<file path="config.mk">
export PLATFORM = sky130hd
export DESIGN_NAME = pll_acq_ctrl
export DESIGN_NICKNAME = d
export VERILOG_FILES = /design/src/rtl/pll_ctrl_pkg.sv /design/src/rtl/pll_acq_ctrl_edge_window_counter.sv /design/src/rtl/pll_acq_ctrl.sv
export SDC_FILE = /design/constraint.sdc
export NUM_CORES = 1
export LEC_CHECK = 0
export CAP_MARGIN = 20
export CORE_UTILIZATION = 45
export DETAILED_ROUTE_END_ITERATION = 8
export PLACE_DENSITY = 0.65
export REMOVE_ABC_BUFFERS = 1
export SLEW_MARGIN = 5
export SYNTH_ARGS = -nofsm -noshare
export SYNTH_HDL_FRONTEND = slang
export SYNTH_SLANG_ARGS = --single-unit
export TNS_END_PERCENT = 10
</file>
<file path="constraint.sdc">
create_clock -name clk_50 -period 4.11 [get_ports clk_50]
set_clock_uncertainty 0.1 [all_clocks]
set_input_delay 0.411 -clock clk_50 [delete_from_list [all_inputs] [get_ports clk_50]]
set_output_delay 0.411 -clock clk_50 [all_outputs]
set_load 0.02 [all_outputs]
</file>
<file path="src/rtl/pll_ctrl_pkg.sv">
// Shared state encoding and default sizing for the PLL acquisition controller.
// Latency: n/a (types and constants only).
// Backpressure: n/a.
package pll_ctrl_pkg;

  typedef enum logic [1:0] {
    ST_IDLE   = 2'd0,
    ST_SWEEP  = 2'd1,
    ST_TRACK  = 2'd2,
    ST_LOCKED = 2'd3
  } state_t;

  localparam int PKG_FREQ_INIT = 1000;
  localparam int PKG_FREQ_MIN  = 10;
  localparam int PKG_FREQ_MAX  = 2000;
  localparam int PKG_CNT_W     = 12;

endpackage

</file>
<file path="src/rtl/pll_acq_ctrl_edge_window_counter.sv">
// Window timer plus two saturating edge counters; latches both counts at window end.
// Latency: latched counts and win_done appear the cycle after the terminal timer count.
// Backpressure: none; edge pulses are counted every cycle while run is high.
module edge_window_counter
  import pll_ctrl_pkg::*;
#(
  parameter int WIN_LOG2 = 16,
  parameter int CNT_W    = PKG_CNT_W
) (
  input  logic             clk_50,
  input  logic             rst,
  input  logic             run,
  input  logic             clr,
  input  logic             vco_edge,
  input  logic             fb_edge,
  output logic [CNT_W-1:0] vco_lat,
  output logic [CNT_W-1:0] fb_lat,
  output logic             win_done
);

  localparam logic [WIN_LOG2-1:0] TMR_LAST = '1;

  logic [WIN_LOG2-1:0] tmr;
  logic [CNT_W-1:0]    vco_cnt;
  logic [CNT_W-1:0]    fb_cnt;
  logic [CNT_W-1:0]    vco_nxt;
  logic [CNT_W-1:0]    fb_nxt;

  // Saturating increments, so the terminal-cycle edge is included in the latched value.
  always_comb begin
    vco_nxt = vco_cnt;
    fb_nxt  = fb_cnt;
    if (vco_edge && (vco_cnt != '1)) vco_nxt = vco_cnt + 1'b1;
    if (fb_edge && (fb_cnt != '1))   fb_nxt  = fb_cnt + 1'b1;
  end

  // Timer and counters; a stopped or cleared loop discards the partial window.
  always_ff @(posedge clk_50 or posedge rst) begin
    if (rst) begin
      tmr      <= '0;
      vco_cnt  <= '0;
      fb_cnt   <= '0;
      vco_lat  <= '0;
      fb_lat   <= '0;
      win_done <= 1'b0;
    end else if (!run || clr) begin
      tmr      <= '0;
      vco_cnt  <= '0;
      fb_cnt   <= '0;
      win_done <= 1'b0;
    end else begin
      win_done <= 1'b0;
      tmr      <= tmr + 1'b1;
      if (tmr == TMR_LAST) begin
        vco_lat  <= vco_nxt;
        fb_lat   <= fb_nxt;
        vco_cnt  <= '0;
        fb_cnt   <= '0;
        win_done <= 1'b1;
      end else begin
        vco_cnt <= vco_nxt;
        fb_cnt  <= fb_nxt;
      end
    end
  end

endmodule

</file>
<file path="src/rtl/pll_acq_ctrl.sv">
// PLL acquisition/lock sequencer: sweeps the VCO word until edge rates match, then tracks and qualifies lock.
// Latency: window end -> freq_ld / state change in 1 cycle; enable low -> IDLE next cycle.
// Backpressure: none. Optional PLL_LOSE_HYST_EN: LOCKED exits only after two consecutive bad windows.
module pll_acq_ctrl
  import pll_ctrl_pkg::*;
#(
  parameter int FREQ_W       = 11,
  parameter int FREQ_INIT    = PKG_FREQ_INIT,
  parameter int FREQ_MIN     = PKG_FREQ_MIN,
  parameter int FREQ_MAX     = PKG_FREQ_MAX,
  parameter int STEP         = 4,
  parameter int WIN_LOG2     = 16,
  parameter int CNT_W        = PKG_CNT_W,
  parameter int LOCK_WINDOWS = 8,
  parameter int LOSE_TOL     = 3
) (
  input  logic              clk_50,
  input  logic              rst,
  input  logic              enable,
  input  logic              vco_edge,
  input  logic              fb_edge,
  output logic [FREQ_W-1:0] freq_word,
  output logic              freq_ld,
  output logic              track_en,
  output logic              locked,
  output logic              lost,
  output logic [1:0]        state
);

  localparam logic [FREQ_W-1:0] WORD_INIT = FREQ_W'(FREQ_INIT);
  localparam logic [FREQ_W:0]   MAX_X     = (FREQ_W+1)'(FREQ_MAX);
  localparam logic [FREQ_W:0]   MIN_X     = (FREQ_W+1)'(FREQ_MIN);
  localparam logic [FREQ_W:0]   STEP_X    = (FREQ_W+1)'(STEP);
  localparam logic [CNT_W:0]    TOL_X     = (CNT_W+1)'(LOSE_TOL);
  localparam logic [CNT_W:0]    CLOSE_X   = (CNT_W+1)'(1);
  localparam int                GOOD_W    = $clog2(LOCK_WINDOWS + 1);
  localparam logic [GOOD_W-1:0] GOOD_LAST = GOOD_W'(LOCK_WINDOWS - 1);

  state_t              st;
  logic [GOOD_W-1:0]   good_cnt;
  logic                run;
  logic                clr;
  logic                win_done;
  logic [CNT_W-1:0]    vco_lat;
  logic [CNT_W-1:0]    fb_lat;
  logic signed [CNT_W:0] diff;
  logic [CNT_W:0]      abs_diff;
  logic                close;
  logic                bad;
  logic                lock_exit;
  logic [FREQ_W:0]     word_x;
  logic [FREQ_W:0]     up_x;
  logic [FREQ_W-1:0]   dn_w;
  logic [FREQ_W-1:0]   next_word;

  assign state = st;

  // The window only runs while the loop is active; leaving LOCKED restarts it from zero.
  assign run = enable && (st != ST_IDLE);
  assign clr = lock_exit;

  edge_window_counter #(
    .WIN_LOG2 (WIN_LOG2),
    .CNT_W    (CNT_W)
  ) u_win (
    .clk_50   (clk_50),
    .rst      (rst),
    .run      (run),
    .clr      (clr),
    .vco_edge (vco_edge),
    .fb_edge  (fb_edge),
    .vco_lat  (vco_lat),
    .fb_lat   (fb_lat),
    .win_done (win_done)
  );

  // Positive diff means feedback runs faster than the VCO, so the word must go up.
  assign diff     = $signed({1'b0, fb_lat}) - $signed({1'b0, vco_lat});
  assign abs_diff = diff[CNT_W] ? $unsigned(-diff) : $unsigned(diff);
  assign close    = (abs_diff <= CLOSE_X);
  assign bad      = (abs_diff > TOL_X);

  assign word_x = {1'b0, freq_word};
  assign up_x   = word_x + STEP_X;
  assign dn_w   = freq_word - STEP_X[FREQ_W-1:0];

  // Next sweep word, clamped without wrap at either end.
  always_comb begin
    next_word = freq_word;
    if (!diff[CNT_W]) begin
      next_word = (up_x > MAX_X) ? MAX_X[FREQ_W-1:0] : up_x[FREQ_W-1:0];
    end else begin
      next_word = (word_x < (MIN_X + STEP_X)) ? MIN_X[FREQ_W-1:0] : dn_w;
    end
  end

`ifdef PLL_LOSE_HYST_EN
  logic bad_pend;
  assign lock_exit = enable && win_done && (st == ST_LOCKED) && bad && bad_pend;
`else
  assign lock_exit = enable && win_done && (st == ST_LOCKED) && bad;
`endif

  // Sequencer with registered outputs; evaluation happens on the win_done cycle.
  always_ff @(posedge clk_50 or posedge rst) begin
    if (rst) begin
      st        <= ST_IDLE;
      freq_word <= WORD_INIT;
      freq_ld   <= 1'b0;
      track_en  <= 1'b0;
      locked    <= 1'b0;
      lost      <= 1'b0;
      good_cnt  <= '0;
`ifdef PLL_LOSE_HYST_EN
      bad_pend  <= 1'b0;
`endif
    end else begin
      freq_ld <= 1'b0;
      lost    <= 1'b0;
      if (!enable) begin
        st       <= ST_IDLE;
        track_en <= 1'b0;
        locked   <= 1'b0;
        good_cnt <= '0;
`ifdef PLL_LOSE_HYST_EN
        bad_pend <= 1'b0;
`endif
      end else begin
        case (st)
          ST_IDLE: begin
            st        <= ST_SWEEP;
            freq_word <= WORD_INIT;
            freq_ld   <= 1'b1;
          end
          ST_SWEEP: begin
            if (win_done) begin
              if (close) begin
                st       <= ST_TRACK;
                track_en <= 1'b1;
                good_cnt <= '0;
              end else if (next_word != freq_word) begin
                freq_word <= next_word;
                freq_ld   <= 1'b1;
              end
            end
          end
          ST_TRACK: begin
            if (win_done) begin
              if (close) begin
                good_cnt <= good_cnt + 1'b1;
                if (good_cnt == GOOD_LAST) begin
                  st     <= ST_LOCKED;
                  locked <= 1'b1;
`ifdef PLL_LOSE_HYST_EN
                  bad_pend <= 1'b0;
`endif
                end
              end else begin
                good_cnt <= '0;
                if (bad) begin
                  st       <= ST_SWEEP;
                  track_en <= 1'b0;
                end
              end
            end
          end
          ST_LOCKED: begin
            if (lock_exit) begin
              st        <= ST_SWEEP;
              lost      <= 1'b1;
              locked    <= 1'b0;
              track_en  <= 1'b0;
              freq_word <= WORD_INIT;
              freq_ld   <= 1'b1;
`ifdef PLL_LOSE_HYST_EN
              bad_pend  <= 1'b0;
`endif
            end
`ifdef PLL_LOSE_HYST_EN
            else if (win_done) begin
              bad_pend <= bad;
            end
`endif
          end
          default: st <= ST_IDLE;
        endcase
      end
    end
  end

endmodule

</file>
==> impl_metrics.yaml <==
synth:
  synth-simple-area-share_pct: 23.7
  synth_top_family_by_area: "simple AND/OR/NAND/NOR gates"
  synth_area_um2: 5890
  synth.avg_cell_area_um2: 9.03
  synth-main-ff-cell: "dfrtp_1"
  synth_edf_count: 0
  async_flop_share_pct: 100
  synth_xor_area_share_pct: 6.40
  ys_warn_count: 0
  seq_area_frac_synth_pct: 36.7
  muxShareOfSynthArea_pct: 6.93
  yosys_register_bits: 86
  syn_inst: 652
  synth_fa_ha_area_share_pct: 5.44
  synth_compound_gate_area_share_pct: 16.0
  ys_types: 69
global_routing:
  use_met3_pct: 4.20
  grt-busiest-layer: "met2"
  overflow: 0
  grt.total_usage_pct: 21.3
  grt_max_degree: 63
  grt_pass1_wl_um: 22500
  grtUsageMet1_pct: 27.4
  antenna_found_initial: 0
  grt_pass1_vias: 4707
  met2_usage_pct: 35.6
setup_path:
  critPathCaptureType: "register"
  cp_data_arrival_time_ps: 3990
  critPathLaunchType: "register"
  worstSetupPathType: "register to register"
  required_ps: 4250
  cp_max_fo: 24
  worst_r2r_path_depth: 14
outcome:
  outcome: "complete, no violations"
timing:
  fin_setup_tns_ps: 0
  setup_viol: 0
  rsz0062_at_grt: "no"
  finalHoldViolCount: 0
  period_minus_slack_ps: 3860
  drv_slew: 0
  finalWorstSetupSlack_ps: 251
  period_share_pct: 93.9
  hold_slack_ps: 217
  slew_headroom_pct: 58.3
  max_freq_mhz: 259
  worst_slew_pin_slew_ps: 617
pwr:
  p_per_area_nw_per_um2: 317
  p_clk_share_pct: 42.1
  switching_share_pct: 27.0
  p_total_mw: 2.12
  power.leakage_nw: 2.99
  p_int_mw: 1.54
  seq_power_share_pct: 42.5
  power_switching_mw: 0.572
  peakVddDrop_uv: 294
  power_frac_comb_pct: 15.3
route:
  vias: 4920
  first_pass_iters: 5
  viasPerCell: 5.80
  drc: 0
  wire_per_inst_um: 15.8
  postRouteAntennaNets: 0
  drt_first_iter_violations: 403
  routed_wl_um: 13400
placement:
  dp_slack_ps: 196
  io_buffer_count: 21
  dp_hpwl_um: 9540
  gp_congestion: 0.859
cts:
  cts_tree: "built"
  cts_root_buffer: "clkbuf_16"
  hold_buffers: 0
  clk_pin_slew_ps: 60
  cts_max_level: 3
  clock_path_buffers: 2
  numCtsBuffers: 9
  clock-sinks: 86
  insertion_delay_ps: 350
floorplan:
  row_count: 41
  die_y_um: 116
  die_width_um: 116
  start_util_pct: 46.5
  boundaryPins: 22
  dieArea_um2: 13500
  design.core.area_um2: 12700
finish:
  layout.nets: 702
  layout-drive-gt1-share_pct: 11.7
  multi_input_area_um2: 3460
  syn2layout_area_growth_pct: 13.5
  num_antenna_cells: 0
  fillers: 1196
  regArea_um2: 2160
worst_hold_path:
  hp-class: "input pin to asynchronous set/reset pin"
run:
  maxCapViolations: 0
metrics by stage:
| stage | cells | util, % | cell area, um2 |
|---|---|---|---|
| floorplan | 622 | - | 5740 |
| detailed placement | 829 | 49.6 | 6290 |
| finish | 849 | 52.7 | 6680 |
| global route | 849 | 52.7 | 6680 |
| CTS | 845 | 52.2 | 6610 |
| global placement | 829 | 49.6 | 6290 |
worst max-delay path, cell delays in order (launching register included):
cell	delay, ps
dfrtp_1	360
inv_1	50
ha_1	230
fa_1	390
nand2b_1	190
a21oi_1	170
xor2_1	150
nor4b_1	500
nor3b_2	270
mux2i_1	250
o32a_2	270
o211ai_4	130
nand3_4	120
buf_12	200
mux2_2	360
kinds of logic (layout without fill, tap and decap cells):
logic type,count (synthesis),in the layout
flops,86,86
buf+inv,68,93
fa+ha+maj,25,25
compound gates,127,127
simple gates,271,271
mux,32,32
xor+xnor,43,43
sequential cells by signal, indices dropped and copies added (netlist names):
name	cells
u_win.fb_cnt	12
u_win.tmr	16
u_win.win_done	1
locked	1
freq_word	11
freq_ld	1
u_win.vco_lat	12
lost	1
state	2
u_win.vco_cnt	12
u_win.fb_lat	12
good_cnt	4
track_en	1
layout make-up:
| type | count | share of cell area [%] |
|---|---|---|
| clock inverter | 5 | 1.22 |
| sequential | 86 | 32.3 |
| inverter | 38 | 2.15 |
| multi-input combinational | 498 | 51.8 |
| clock buffer | 11 | 3.63 |
| tap | 172 | 3.22 |
| timing repair buffer | 39 | 5.68 |
routing by layer:
| layer | wire, um | part of all wire, % |
|---|---|---|
| met2 | 6390 | 48 |
| met5 | 0 | 0 |
| met3 | 528 | 3.9 |
| met4 | 226 | 1.7 |
| met1 | 6250 | 47 |
cell usage in the layout, fill, tap and decap left out, drive strengths merged, types with 3 or more instances in the layout:
master / count
mux2i: 10
o211ai: 7
nand3: 30
nand2b: 8
a31oi: 12
o2111ai: 5
nor3b: 5
and2: 13
xor2: 16
a31o: 3
nor3: 18
nand2: 50
o22ai: 3
a211oi: 6
a21o: 9
dfstp: 6
nand3b: 4
nand4: 14
a211o: 3
nor2b: 28
dfrtp: 80
and4: 6
clkdlybuf4s50: 21
a221oi: 5
xnor2: 27
a221o: 3
ha: 24
or3: 5
o31ai: 3
o211a: 6
o21ai: 20
clkbuf: 11
inv: 38
mux2: 22
a21oi: 22
and3: 15
buf: 18
nor2: 67
repair_timing:
| action | 4_1_cts | 5_1_grt |
|---|---|---|
| buffers inserted | 0 | 2 |
| resized for setup | 0 | 7 |
| hold endpoints to repair | 0 | 0 |
| setup endpoints to repair | 0 | 47 |
Yosys cell counts, types with 8 or more instances:
master	instances	area share, %
o21ai_0	19	1.6
mux2i_1	10	1.7
nand3_1	29	2.5
and3_1	15	1.6
nor3_1	18	1.5
and2_1	12	1.3
clkbuf_1	20	1.3
nor2_1	67	4.3
ha_1	24	5.1
nand4_1	14	1.5
a21oi_1	22	1.9
inv_1	38	2.4
xor2_1	16	2.4
nand2_1	50	3.2
mux2_4	16	4.1
nor2b_1	28	3.0
a21o_1	9	1.1
nand2b_1	8	0.85
xnor2_1	27	4.0
a31oi_1	12	1.3
dfrtp_1	80	34
path summary, 6_finish.rpt:
check	start	to	slack (ps)
worst max-delay path	u_win.fb_lat[0]	u_win.fb_lat[8]	250
worst min-delay path	rst	freq_word[1]	220
worst max register to register	u_win.fb_lat[0]	u_win.fb_lat[8]	250
worst min register to register	u_win.tmr[0]	u_win.tmr[0]	390
max in group asynchronous	rst	freq_word[9]	2730
min in group clk_50	u_win.tmr[0]	u_win.tmr[0]	390
power groups by stage:
stage / Clock, mW / Sequential (mW) / Combinational [mW]
2_1_floorplan: 0 / 0.930 / 0.189
6_report: 0.892 / 0.900 / 0.325
4_1_cts: 0.910 / 0.900 / 0.321
5_1_grt: 0.940 / 0.903 / 0.360
3_3_place_gp: 0 / 0.913 / 0.318
3_5_place_dp: 0 / 0.915 / 0.319
No activity file was read; power rests on OpenSTA's default activity.
